File: config.mk
export PLATFORM = sky130hd
export DESIGN_NAME = robsmult_param
export DESIGN_NICKNAME = d
export VERILOG_FILES = /design/src/rtl/robsmult_param.sv
export SDC_FILE = /design/constraint.sdc
export NUM_CORES = 1
export LEC_CHECK = 0
export ABC_AREA = 1
export CORE_MARGIN = 10
export CORE_UTILIZATION = 49
export DETAILED_ROUTE_END_ITERATION = 12
export PLACE_DENSITY = 0.81
export SLEW_MARGIN = 20
export SYNTH_ARGS = -nofsm -noshare
export SYNTH_HDL_FRONTEND = slang
export SYNTH_SLANG_ARGS = --single-unit
File: constraint.sdc
create_clock -name clk -period 2.3 [get_ports clk]
set_input_delay 0.345 -clock clk [delete_from_list [all_inputs] [get_ports clk]]
set_output_delay 0.345 -clock clk [all_outputs]
set_load 0.01 [all_outputs]
File: src/rtl/robsmult_param.sv
// Sequential Robertson shift-add multiplier, signed or unsigned per operation; W+1 clocks start-to-done.
// No backpressure: ready drops while an operation runs, and a start seen while ready is low is dropped.
module robsmult_param #(
  parameter int W = 8
) (
  input  logic           clk,
  input  logic           reset,
  input  logic           start,
  input  logic           signed_mode,
  input  logic [W-1:0]   multiplier,
  input  logic [W-1:0]   multiplicand,
  output logic           ready,
  output logic [2*W-1:0] product,
  output logic           done
);

  localparam int CW = $clog2(W + 1);

  typedef enum logic [1:0] {IDLE, RUN, DONE} state_t;

  state_t        state;
  logic [W:0]    acc;
  logic [W-1:0]  q;
  logic [W-1:0]  mcand;
  logic          smode;
  logic [CW-1:0] cnt;

  logic [W:0]    ext;
  logic [W:0]    sum;
  logic          last;

  // The final step subtracts in signed mode: the multiplier's MSB has negative weight.
  always_comb begin
    ext  = smode ? {mcand[W-1], mcand} : {1'b0, mcand};
    last = (cnt == CW'(1));
    sum  = acc;
    if (q[0]) begin
      sum = (last && smode) ? (acc - ext) : (acc + ext);
    end
  end

  always_ff @(posedge clk or posedge reset) begin
    if (reset) begin
      state   <= IDLE;
      ready   <= 1'b1;
      done    <= 1'b0;
      product <= '0;
      acc     <= '0;
      q       <= '0;
      mcand   <= '0;
      smode   <= 1'b0;
      cnt     <= '0;
    end else begin
      done <= 1'b0;
      case (state)
        IDLE: begin
          if (start) begin
            acc   <= '0;
            q     <= multiplier;
            mcand <= multiplicand;
            smode <= signed_mode;
            cnt   <= CW'(W);
            ready <= 1'b0;
            state <= RUN;
          end
        end
        RUN: begin
          // Unsigned: the W+1-bit sum's carry drops into bit W-1 and a zero fills the top.
          acc <= {smode & sum[W], sum[W:1]};
          q   <= {sum[0], q[W-1:1]};
          cnt <= cnt - CW'(1);
          if (last) begin
            ready <= 1'b1;
            state <= DONE;
          end
        end
        DONE: begin
          product <= {acc[W-1:0], q};
          done    <= 1'b1;
          if (start) begin
            acc   <= '0;
            q     <= multiplier;
            mcand <= multiplicand;
            smode <= signed_mode;
            cnt   <= CW'(W);
            ready <= 1'b0;
            state <= RUN;
          end else begin
            state <= IDLE;
          end
        end
        default: begin
          ready <= 1'b1;
          state <= IDLE;
        end
      endcase
    end
  end

endmodule
; ---- Word level (Yosys, flattened, before mapping)
; Cells that the tools add are included.
; W data, S select, Z words.
[word_totals]
ff_bits = 50
in_bits = 20
output_inout_bits = 18
wordCells = 44
[op_classes]
addsub = 3
eq_ne = 6
n_mux = 17
bitwise_logic = 1
n_reduce_logical = 8
[op_table]
columns = operator, n
row1 = $mux W9, 4
row2 = $pmux W9 S2, 1
row3 = $pmux W8 S2, 1
row4 = $add A9 B9 Y9, 1
row5 = $sub A9 B9 Y9, 1
row6 = $mux W8, 1
row7 = $pmux W4 S2, 1
row8 = $reduce_and A2 Y1, 4
row9 = $pmux W2 S3, 1
row10 = $eq A4 B1 Y1 const B, 1
row11 = $mux W1, 4
row12 = $mux W2, 2
row13 = $mux W4, 1
row14 = $ne A2 B2 Y1 const B, 2
row15 = $sub A4 B1 Y4 const B, 1
row16 = $eq A2 B1 Y1 const B, 1
row17 = $eq A2 B2 Y1 const B, 1
row18 = $logic_not A2 Y1, 1
row19 = $ne A2 B1 Y1 const B, 1
row20 = $pmux W1 S2, 1
row21 = $reduce_bool A2 Y1, 1
row22 = $reduce_or A2 Y1, 1
row23 = $and A1 B1 Y1, 1
row24 = $logic_and A1 B1 Y1, 1

; ---- Longest topological paths before layout
; Gate-level depths: netlist of run 1.
[depth]
ltp_word = 6
depth_mapped = 18
depth_no_buf = 18

; ---- Worst setup path before layout of run 1
; OpenSTA, ideal clock, no wires.
[synth_timing]
path_kind = reg-to-reg
start = register cnt[0]
end = register acc[4]
setup_time_ps = 123
t_arrival_ps = 2189
t_required_ps = 2177
slack_ps = -13
stages_incl_launch_ff = 17
n_path_buf = 0
synth_period_minus_slack_ps = 2313
path_cell_list = dfrtp_1 > ha_1 > nand3_2 > inv_1 > or2_2 > xor2_1 > ha_1 > a21oi_1 > o21ai_2 > nand2_1 > nand2_1 > nand2_1 > nand2_1 > nand2_1 > nand2_1 > o21ai_1 > o21ai_1
[synth_via]
elab_chain_cells = 5
[synth_lines]
columns = item, line
row1 = "start, declared", 26  ; logic [CW-1:0] cnt;
row2 = "start signal, assigned", 62  ; cnt <= CW'(W);
row3 = "start signal, assigned", 71  ; cnt <= cnt - CW'(1);
row4 = "start signal, assigned", 85  ; cnt <= CW'(W);
row5 = $eq A4 B1 Y1, 35  ; last = (cnt == CW'(1));
row6 = $logic_and A1 B1 Y1, 38  ; sum = (last && smode) ? (acc - ext) : (acc + ext);
row7 = $mux W9, 38
row8 = $mux W9, 37  ; if (q[0]) begin
row9 = $pmux W9 S2, 55  ; case (state)
row10 = "end signal, assigned", 69  ; acc <= {smode & sum[W], sum[W:1]};
row11 = "end, declared", 22  ; logic [W:0] acc;
; Every way passes these cells.
; A chain may end at the register's enable or synchronous reset.

; ---- Worst setup path after layout of run 1
[layout_timing]
start = register mcand[1]
end = register acc[8]
[layout_via]
elab_chain_cells = 6
elab_cells_between_ends = 7
classes_between = 2 x add/sub / 4 x mux / 1 x bitwise
[layout_lines]
columns = item, line
row1 = "start, declared", 24  ; logic [W-1:0] mcand;
row2 = "start signal, assigned", 60  ; mcand <= multiplicand;
row3 = "start signal, assigned", 83  ; mcand <= multiplicand;
row4 = $mux W9 *, 34  ; ext = smode ? {mcand[W-1], mcand} : {1'b0, mcand};
row5 = $add A9 B9 Y9 / $sub A9 B9 Y9 (equally long branches), 38
row6 = $mux W9 *, 38
row7 = $mux W9 *, 37
row8 = $and A1 B1 Y1 *, 69
row9 = $pmux W9 S2 *, 55
; Every way passes the cells marked *; elsewhere a longest branch is shown, timed or not.

==> flow_summary.rst, run 1 <==
.. list-table::
   :header-rows: 1

   * - Metric
     - Value
   * - Most Crowded Layer GR
     - met2
   * - Final WS setup
     - -0.1148 ns
   * - Area growth, synth to finish
     - 32.59%
   * - Min Tclk post-route
     - 2.415 ns
   * - Crit path required time
     - 2.51 ns
   * - Remaining global-route overflow
     - 0
   * - Clk buf depth
     - 2
   * - Worst-skew pair later-pin latency
     - 0.31 ns
   * - Number of library cell types mapped by synthesis
     - 34
   * - CORE AREA
     - 5172 µm²
   * - Start-to-end type of the worst setup path
     - flip-flop to flip-flop
   * - Violated checks
     - negative setup slack
   * - Number of warnings issued by yosys
     - 0
   * - Post-Syn Nets
     - 349
   * - Most frequently used flop master after synthesis
     - sky130_fd_sc_hd__dfrtp_1
   * - Global placement routability congestion
     - 0.9161
   * - Part of the Yosys area used for sequential elements
     - 47.28%
   * - Antenna cell count
     - 0
   * - Hold_buf cts
     - 0
   * - Vias in the first global route
     - 2286
   * - Highest net fanout along the worst path
     - 3
   * - Pin count of the biggest net entering global routing
     - 34
   * - Vias
     - 2319
   * - Final number of setup-violating endpoints
     - 4
   * - Via/cell ratio
     - 5.223
   * - Mean instance size in the synthesized netlist
     - 8.356 µm²
   * - Hold violation total from the final report
     - 0
   * - Netlist area before placement
     - 2649 µm²
   * - Setup clock skew after layout
     - 0.007873 ns
   * - Root buf cell
     - sky130_fd_sc_hd__clkbuf_8
   * - Hold crit path type
     - primary input to async pin
   * - Remaining antenna violation count after routing
     - 0
   * - Input/output buffers
     - 37
   * - Starting density of the core
     - 51.21%
   * - Max_cap viols
     - 0
   * - Wire length reported by the detailed router
     - 6.643 mm
   * - Die Footprint
     - 8747 µm²
   * - M1 GR Usage
     - 16.63%
   * - Final cell utilization of the core
     - 67.90%
   * - Number of DRC markers in iteration 0
     - 120
   * - Nature of the critical path startpoint
     - flip-flop
   * - FF+latch count, synth
     - 50
   * - Nets
     - 405
   * - Kind of capture point of the worst setup path
     - flip-flop
   * - Die width
     - 93.53 µm
   * - Post-synth EDFFs
     - 0
   * - Num CTS Buffers
     - 5
   * - Count of mapped cells out of synthesis
     - 317
   * - Result of the run
     - complete, but fails checks
   * - H-tree level count
     - 2
   * - Total routing resource utilization after global routing
     - 14.34%
   * - Hold slack final
     - 0.3660 ns
   * - RSZ-0062 raised after global routing
     - true
   * - Post-placement setup slack
     - -0.1597 ns
   * - Final-layout setup total negative slack
     - -0.2944 ns
   * - Post-CTS clock slew at the launch and capture registers of the worst setup and hold paths
     - 0.09 ns
   * - Iteration count of the initial detailed-routing pass
     - 4
   * - Chip Height
     - 93.53 µm
   * - Routed length per instance
     - 14.96 µm
   * - Total half-perimeter wirelength after legalization and detailed placement
     - 4.499 mm
   * - First-pass GRT wire length
     - 10.14 mm
   * - TritonCTS clock tree
     - done
   * - Fraction of registers with async set or reset after synthesis
     - 100.0%
   * - Maximum operating frequency
     - 0.4141 GHz
   * - Share of the cycle needed by the critical path after routing
     - 105.0%
   * - Antenna violations before repair
     - 0
   * - Worst Tran Pin Value
     - 0.5451 ns
   * - Ports
     - 38
   * - Worst-case headroom to the max-slew limit
     - 63.66%
   * - Grt met3 use
     - 3.597%
   * - Max-slew violation count
     - 0
   * - CTS sink count
     - 50
   * - Fraction of layout cells with a size suffix above 1
     - 21.39%
   * - # DRC
     - 0
   * - Placement Rows
     - 26
   * - Critical path data arrival time
     - 2.63 ns
   * - Met2 Usage GRT
     - 24.19%
## metal layers
layer | vias to the layer above | share of wire, % | wire length, µm
met5 | - | 0 | 0
met4 | 0 | 3.7 | 248
met3 | 21 | 6.1 | 407
met2 | 84 | 51 | 3390
met1 | 1079 | 39 | 2597
li1 | 1135 | - | -
## worst paths after layout
kind / startpoint / end / slack (ns) / cells past startpoint
worst max-delay path: mcand[1]$_DFFE_PP0P_ / acc[8]$_DFFE_PP0P_ / -0.11 / 15
worst min-delay path: reset / state[0]$_DFFE_PP0P_ / 0.37 / 2
worst max register to register: mcand[1]$_DFFE_PP0P_ / acc[8]$_DFFE_PP0P_ / -0.11 / 15
worst min register to register: product[4]$_DFFE_PP0P_ / product[4]$_DFFE_PP0P_ / 0.49 / 2
max in group asynchronous: reset / product[8]$_DFFE_PP0P_ / 1.42 / 3
min in group clk: product[4]$_DFFE_PP0P_ / product[4]$_DFFE_PP0P_ / 0.49 / 2
## logic make-up (layout without fill, tap and decap cells)
kind of cell	count (synthesis)	in the layout	share of synthesized area [%]
adders and majority gates	12	12	5.952
buffers and inverters	61	118	9.211
and+or+nand+nor	107	107	18.33
AOI/OAI and AO/OA	78	78	16.25
DFF	50	50	47.28
xor gates and xnor gates	9	9	2.976
## sequential cells by signal, indices dropped and copies added, names as in the netlist
signal   count
ready        1
product     16
q            8
cnt          4
smode        1
acc          9
done         1
state        2
mcand        8
## what timing repair did
item                                    CTS  global route
pin swaps                                20            29
setup buffers                             4             4
endpoints found under the setup margin    6             8
resized for setup                        14            33
## area by class of cell
| cell class | count | area, µm² |
|---|---|---|
| fill | 398 | 1660 |
| multi-input combinational | 206 | 1343 |
| sequential | 50 | 1252 |
| timing repair buffer | 58 | 540.5 |
| inverter | 52 | 202.7 |
| tap | 70 | 87.58 |
| clock buffer | 6 | 72.57 |
| clock inverter | 2 | 13.76 |
## synth_stat cells, types with 3 or more instances
cell type                  count  share of area [%]
sky130_fd_sc_hd__ha_1         11                5.2
sky130_fd_sc_hd__o21ai_1      17                3.2
sky130_fd_sc_hd__dfrtp_1      49                 46
sky130_fd_sc_hd__inv_1        47                6.7
sky130_fd_sc_hd__o22ai_1       4               0.94
sky130_fd_sc_hd__xor2_1        6                2.0
sky130_fd_sc_hd__xnor2_1       3               0.99
sky130_fd_sc_hd__nand4_1       3               0.71
sky130_fd_sc_hd__o21ai_0      30                5.7
sky130_fd_sc_hd__o211ai_1      8                2.3
sky130_fd_sc_hd__nand3_1       8                1.5
sky130_fd_sc_hd__inv_2         3               0.43
sky130_fd_sc_hd__nand2_1      78                 11
sky130_fd_sc_hd__clkbuf_1      5               0.71
sky130_fd_sc_hd__a21oi_1      13                2.5
sky130_fd_sc_hd__nor2_1        8                1.1
## cells in the final DEF, fill, tap and decap left out, types with 2 or more instances in the layout
master	instances
sky130_fd_sc_hd__nand2_1	68
sky130_fd_sc_hd__dfrtp_1	49
sky130_fd_sc_hd__inv_1	42
sky130_fd_sc_hd__clkdlybuf4s50_1	37
sky130_fd_sc_hd__o21ai_0	26
sky130_fd_sc_hd__buf_4	20
sky130_fd_sc_hd__o21ai_1	19
sky130_fd_sc_hd__nand2_2	10
sky130_fd_sc_hd__o211ai_1	8
sky130_fd_sc_hd__a21oi_1	8
sky130_fd_sc_hd__inv_2	7
sky130_fd_sc_hd__nor2_1	6
sky130_fd_sc_hd__ha_1	6
sky130_fd_sc_hd__nand3_1	5
sky130_fd_sc_hd__xor2_1	5
sky130_fd_sc_hd__clkbuf_8	5
sky130_fd_sc_hd__a21oi_2	4
sky130_fd_sc_hd__o22ai_1	4
sky130_fd_sc_hd__inv_4	3
sky130_fd_sc_hd__nor2_2	3
sky130_fd_sc_hd__nand3_2	3
sky130_fd_sc_hd__nand4_1	3
sky130_fd_sc_hd__o21ai_2	3
sky130_fd_sc_hd__ha_4	3
sky130_fd_sc_hd__a31oi_1	2
sky130_fd_sc_hd__xnor2_1	2
sky130_fd_sc_hd__ha_2	2
## through the flow
step	area (µm²)	cells
finish	3512	444
global route	3512	444
CTS	3343	440
detailed placement	3177	428
global placement	3177	428
floorplan	2653	317
## worst max-delay path, stage by stage (launching register included)
cell and delay, ns:
sky130_fd_sc_hd__dfrtp_1 0.43, sky130_fd_sc_hd__nor3_4 0.24, sky130_fd_sc_hd__inv_2 0.09, sky130_fd_sc_hd__o31ai_4 0.26
sky130_fd_sc_hd__xor2_1 0.16, sky130_fd_sc_hd__inv_1 0.10, sky130_fd_sc_hd__ha_4 0.31, sky130_fd_sc_hd__nand2_4 0.07
sky130_fd_sc_hd__nor2_2 0.09, sky130_fd_sc_hd__nand2_1 0.07, sky130_fd_sc_hd__nand2_2 0.07, sky130_fd_sc_hd__inv_1 0.05
sky130_fd_sc_hd__nand2_2 0.07, sky130_fd_sc_hd__nand4_1 0.12, sky130_fd_sc_hd__nand4_1 0.13, sky130_fd_sc_hd__nand2_1 0.06
Power of run 1 is not shown: default switching activity piles up to over one toggle a cycle in this logic, so the estimate is an artifact.
==> run 2, diff against run 1 <==
--- a/config.mk
+++ b/config.mk
@@ -9,7 +9,9 @@
 export CORE_MARGIN = 10
 export CORE_UTILIZATION = 49
 export DETAILED_ROUTE_END_ITERATION = 12
+export HOLD_SLACK_MARGIN = 0.12
 export PLACE_DENSITY = 0.81
+export SKIP_CTS_REPAIR_TIMING = 1
 export SLEW_MARGIN = 20
 export SYNTH_ARGS = -nofsm -noshare
 export SYNTH_HDL_FRONTEND = slang
==> flow_summary.rst, run 2 (same netlist as run 1, synthesis figures left out) <==
.. list-table::
   :header-rows: 1

   * - Metric
     - Value
   * - Result of the run
     - complete, but fails checks
   * - Violated checks
     - negative setup slack
   * - Most used cells in the layout excluding fill and tap cells
     - sky130_fd_sc_hd__nand2_1, sky130_fd_sc_hd__dfrtp_1, sky130_fd_sc_hd__inv_1
   * - Placement Rows
     - 26 (unchanged)
   * - Clk buf depth
     - 2 (unchanged)
   * - Largest voltage drop on the vdd net
     - 0.8692 mV
   * - Switching part of the total
     - 45.67%
   * - Max-slew violation count
     - 0 (unchanged)
   * - Hold crit path type
     - primary input to async pin
   * - Worst-case headroom to the max-slew limit
     - 63.80% (+0.14 points)
   * - Remaining antenna violation count after routing
     - 0 (unchanged)
   * - Max FFs per register
     - 16 (unchanged)
   * - Max_cap viols
     - 0 (unchanged)
   * - Standby leakage power
     - 1.679 nW
   * - Total routing resource utilization after global routing
     - 13.64% (-0.70 points)
   * - RSZ-0062 raised after global routing
     - true
   * - H-tree level count
     - 2 (unchanged)
   * - Fraction of layout cells with a size suffix above 1
     - 18.28% (-3.1 points)
   * - Iteration count of the initial detailed-routing pass
     - 4 (unchanged)
   * - Hold violation total from the final report
     - 0 (unchanged)
   * - Via/cell ratio
     - 5.231 (+0.15%)
   * - Final number of setup-violating endpoints
     - 5 (+1)
   * - Setup clock skew after layout
     - 0.007546 ns (-0.0003265 ns)
   * - # DRC
     - 0 (unchanged)
   * - Worst Tran Pin Value
     - 0.5430 ns (-0.002118 ns)
   * - Filler instances
     - 403 (+1.3%)
   * - Power share of the sequential group
     - 26.1%
   * - Portion of total power attributed to the clock network
     - 8.0%
   * - Register name with the most flops
     - product
   * - CORE AREA
     - 5172 µm² (unchanged)
   * - Num CTS Buffers
     - 5 (unchanged)
   * - Kind of capture point of the worst setup path
     - flip-flop
   * - Wire length reported by the detailed router
     - 6.166 mm (-7.2%)
   * - Die width
     - 93.53 µm (unchanged)
   * - Pin count of the biggest net entering global routing
     - 34 (unchanged)
   * - Share of the cycle needed by the critical path after routing
     - 103.9% (-1.1 points)
   * - Final WS setup
     - -0.09021 ns (+0.02457 ns)
   * - Internal Pwr Total
     - 0.003411 W
   * - Worst-skew pair later-pin latency
     - 0.31 ns (about the same)
   * - Final cell utilization of the core
     - 66.52% (-1.4 points)
   * - Start-to-end type of the worst setup path
     - flip-flop to flip-flop
   * - Highest net fanout along the worst path
     - 4 (+1)
   * - TritonCTS clock tree
     - done
   * - Critical path data arrival time
     - 2.60 ns (-0.03 ns)
   * - Post-CTS clock slew at the launch and capture registers of the worst setup and hold paths
     - 0.09 ns (about the same)
   * - Multi-input gate area in the final layout
     - 1289 µm² (-4.0%)
   * - Total power consumption of the routed design
     - 0.006279 W
   * - Min Tclk post-route
     - 2.390 ns (-0.02457 ns)
   * - Register-to-register setup slack
     - -0.09 ns (+0.02 ns)
   * - Die Footprint
     - 8747 µm² (unchanged)
   * - Switching power
     - 0.002868 W
   * - Nature of the critical path startpoint
     - flip-flop
   * - Vias in the first global route
     - 2215 (-3.1%)
   * - Final-layout setup total negative slack
     - -0.2273 ns (+0.06704 ns)
   * - Crit path required time
     - 2.51 ns (about the same)
   * - Root buf cell
     - sky130_fd_sc_hd__clkbuf_8
   * - Global placement routability congestion
     - 0.9161 (unchanged)
   * - Area growth, synth to finish
     - 29.90%
   * - Ports
     - 38 (unchanged)
   * - Post-placement setup slack
     - -0.1597 ns (unchanged)
   * - Power Dens Cells
     - 1825 nW/µm²
   * - Comb pwr share
     - 65.9%
   * - Starting density of the core
     - 51.21% (unchanged)
   * - Chip Height
     - 93.53 µm (unchanged)
   * - Maximum operating frequency
     - 0.4184 GHz (+1.0%)
   * - Total half-perimeter wirelength after legalization and detailed placement
     - 4.499 mm (unchanged)
   * - Input/output buffers
     - 37 (unchanged)
   * - Most common library cell in the layout ignoring fill and taps
     - sky130_fd_sc_hd__nand2_1
   * - First-pass GRT wire length
     - 9.660 mm (-4.8%)
   * - Remaining global-route overflow
     - 0 (unchanged)
   * - Nets
     - 403 (-0.49%)
   * - Vias
     - 2312 (-0.30%)
   * - Antenna violations before repair
     - 0 (unchanged)
   * - CTS sink count
     - 50 (unchanged)
   * - Routed length per instance
     - 13.95 µm (-6.8%)
   * - Antenna cell count
     - 0 (unchanged)
   * - Sequential cell area
     - 1252 µm² (unchanged)
   * - Number of DRC markers in iteration 0
     - 137 (+14%)
   * - Largest registers
     - product: 16 flops, acc: 9 flops
## run 2: cell count changes in the layout (fill, tap and decap cells not counted), moves of 2 or more
| cell | delta |
|---|---|
| sky130_fd_sc_hd__buf_4 | -2 |
| sky130_fd_sc_hd__nand2_2 | -3 |
| sky130_fd_sc_hd__nor2_2 | -2 |
| sky130_fd_sc_hd__nand2_1 | +3 |
| sky130_fd_sc_hd__nor2_1 | +2 |
## run 2: critical path, stage by stage (launching register included)
cell                      delay (ns)
sky130_fd_sc_hd__dfrtp_1        0.42
sky130_fd_sc_hd__ha_4           0.17
sky130_fd_sc_hd__nand3_2        0.08
sky130_fd_sc_hd__inv_2          0.06
sky130_fd_sc_hd__or2_4          0.25
sky130_fd_sc_hd__xor2_4         0.19
sky130_fd_sc_hd__ha_4           0.31
sky130_fd_sc_hd__nand3_1        0.11
sky130_fd_sc_hd__nand2_2        0.12
sky130_fd_sc_hd__nand2_1        0.07
sky130_fd_sc_hd__nand2_2        0.09
sky130_fd_sc_hd__nand3_2        0.10
sky130_fd_sc_hd__nand3_2        0.11
sky130_fd_sc_hd__nand2_2        0.07
sky130_fd_sc_hd__nand3_1        0.10
sky130_fd_sc_hd__o21ai_2        0.06
## run 2: power groups by stage
| stage | Clock (W) | Combinational, W | Sequential (W) |
|---|---|---|---|
| final | 0.000504 | 0.00414 | 0.00164 |
| after global routing | 0.000557 | 0.00459 | 0.00168 |
| after CTS | 0.000517 | 0.00343 | 0.00162 |
| after detailed placement | 0 | 0.00342 | 0.00164 |
| after global placement | 0 | 0.00324 | 0.00162 |
| after floorplan | 0 | 0.00234 | 0.00161 |
## run 2: area by class of cell
class / instances / share of cell area [%]
clock inverters: 2 / 0.4000
multi-input cells: 206 / 37.45
clock buffers: 6 / 2.109
repair buffers: 56 / 15.27
flip-flops and latches: 50 / 36.40
inverters: 52 / 5.818
well taps: 70 / 2.545
## run 2: through the flow
stage / cell area (µm²) / hold slack, ns / instances
2_1_floorplan: 2653 / 0.4546 / 317
3_3_place_gp: 3177 / 0.4650 / 428
3_5_place_dp: 3177 / 0.4719 / 428
4_1_cts: 3263 / 0.3759 / 436
5_1_grt: 3441 / 0.3985 / 442
6_report: 3441 / 0.3628 / 442
## run 2: routing by layer
| metal | track usage (%) | wire length (µm) | up-vias |
|---|---|---|---|
| met3 | 3.917 | 389 | 13 |
| met2 | 23.32 | 3064 | 74 |
| met4 | 6.170 | 154 | 0 |
| met1 | 15.36 | 2558 | 1094 |
| li1 | - | - | 1131 |
| met5 | 0 | 0 | - |
## run 2: worst paths after layout
path | from | end | cells after the start
setup / recovery | cnt[0]$_DFFE_PP0P_ | acc[7]$_DFFE_PP0P_ | 15
min in group clk | product[4]$_DFFE_PP0P_ | product[4]$_DFFE_PP0P_ | 2
max in group asynchronous | reset | product[10]$_DFFE_PP0P_ | 3
hold / removal | reset | state[0]$_DFFE_PP0P_ | 2
hold reg to reg | product[4]$_DFFE_PP0P_ | product[4]$_DFFE_PP0P_ | 2
setup reg to reg | cnt[0]$_DFFE_PP0P_ | acc[7]$_DFFE_PP0P_ | 15
No activity file was read; power rests on OpenSTA's default activity.
==> run 3, diff against run 2 <==
--- a/config.mk
+++ b/config.mk
@@ -8,6 +8,7 @@
 export ABC_AREA = 1
 export CORE_MARGIN = 10
 export CORE_UTILIZATION = 49
+export CTS_CLUSTER_DIAMETER = 200
 export DETAILED_ROUTE_END_ITERATION = 12
 export HOLD_SLACK_MARGIN = 0.12
 export PLACE_DENSITY = 0.81
==> results of run 3 <==
Same layout as run 2: the final DEF is identical, and so are final timing and power.
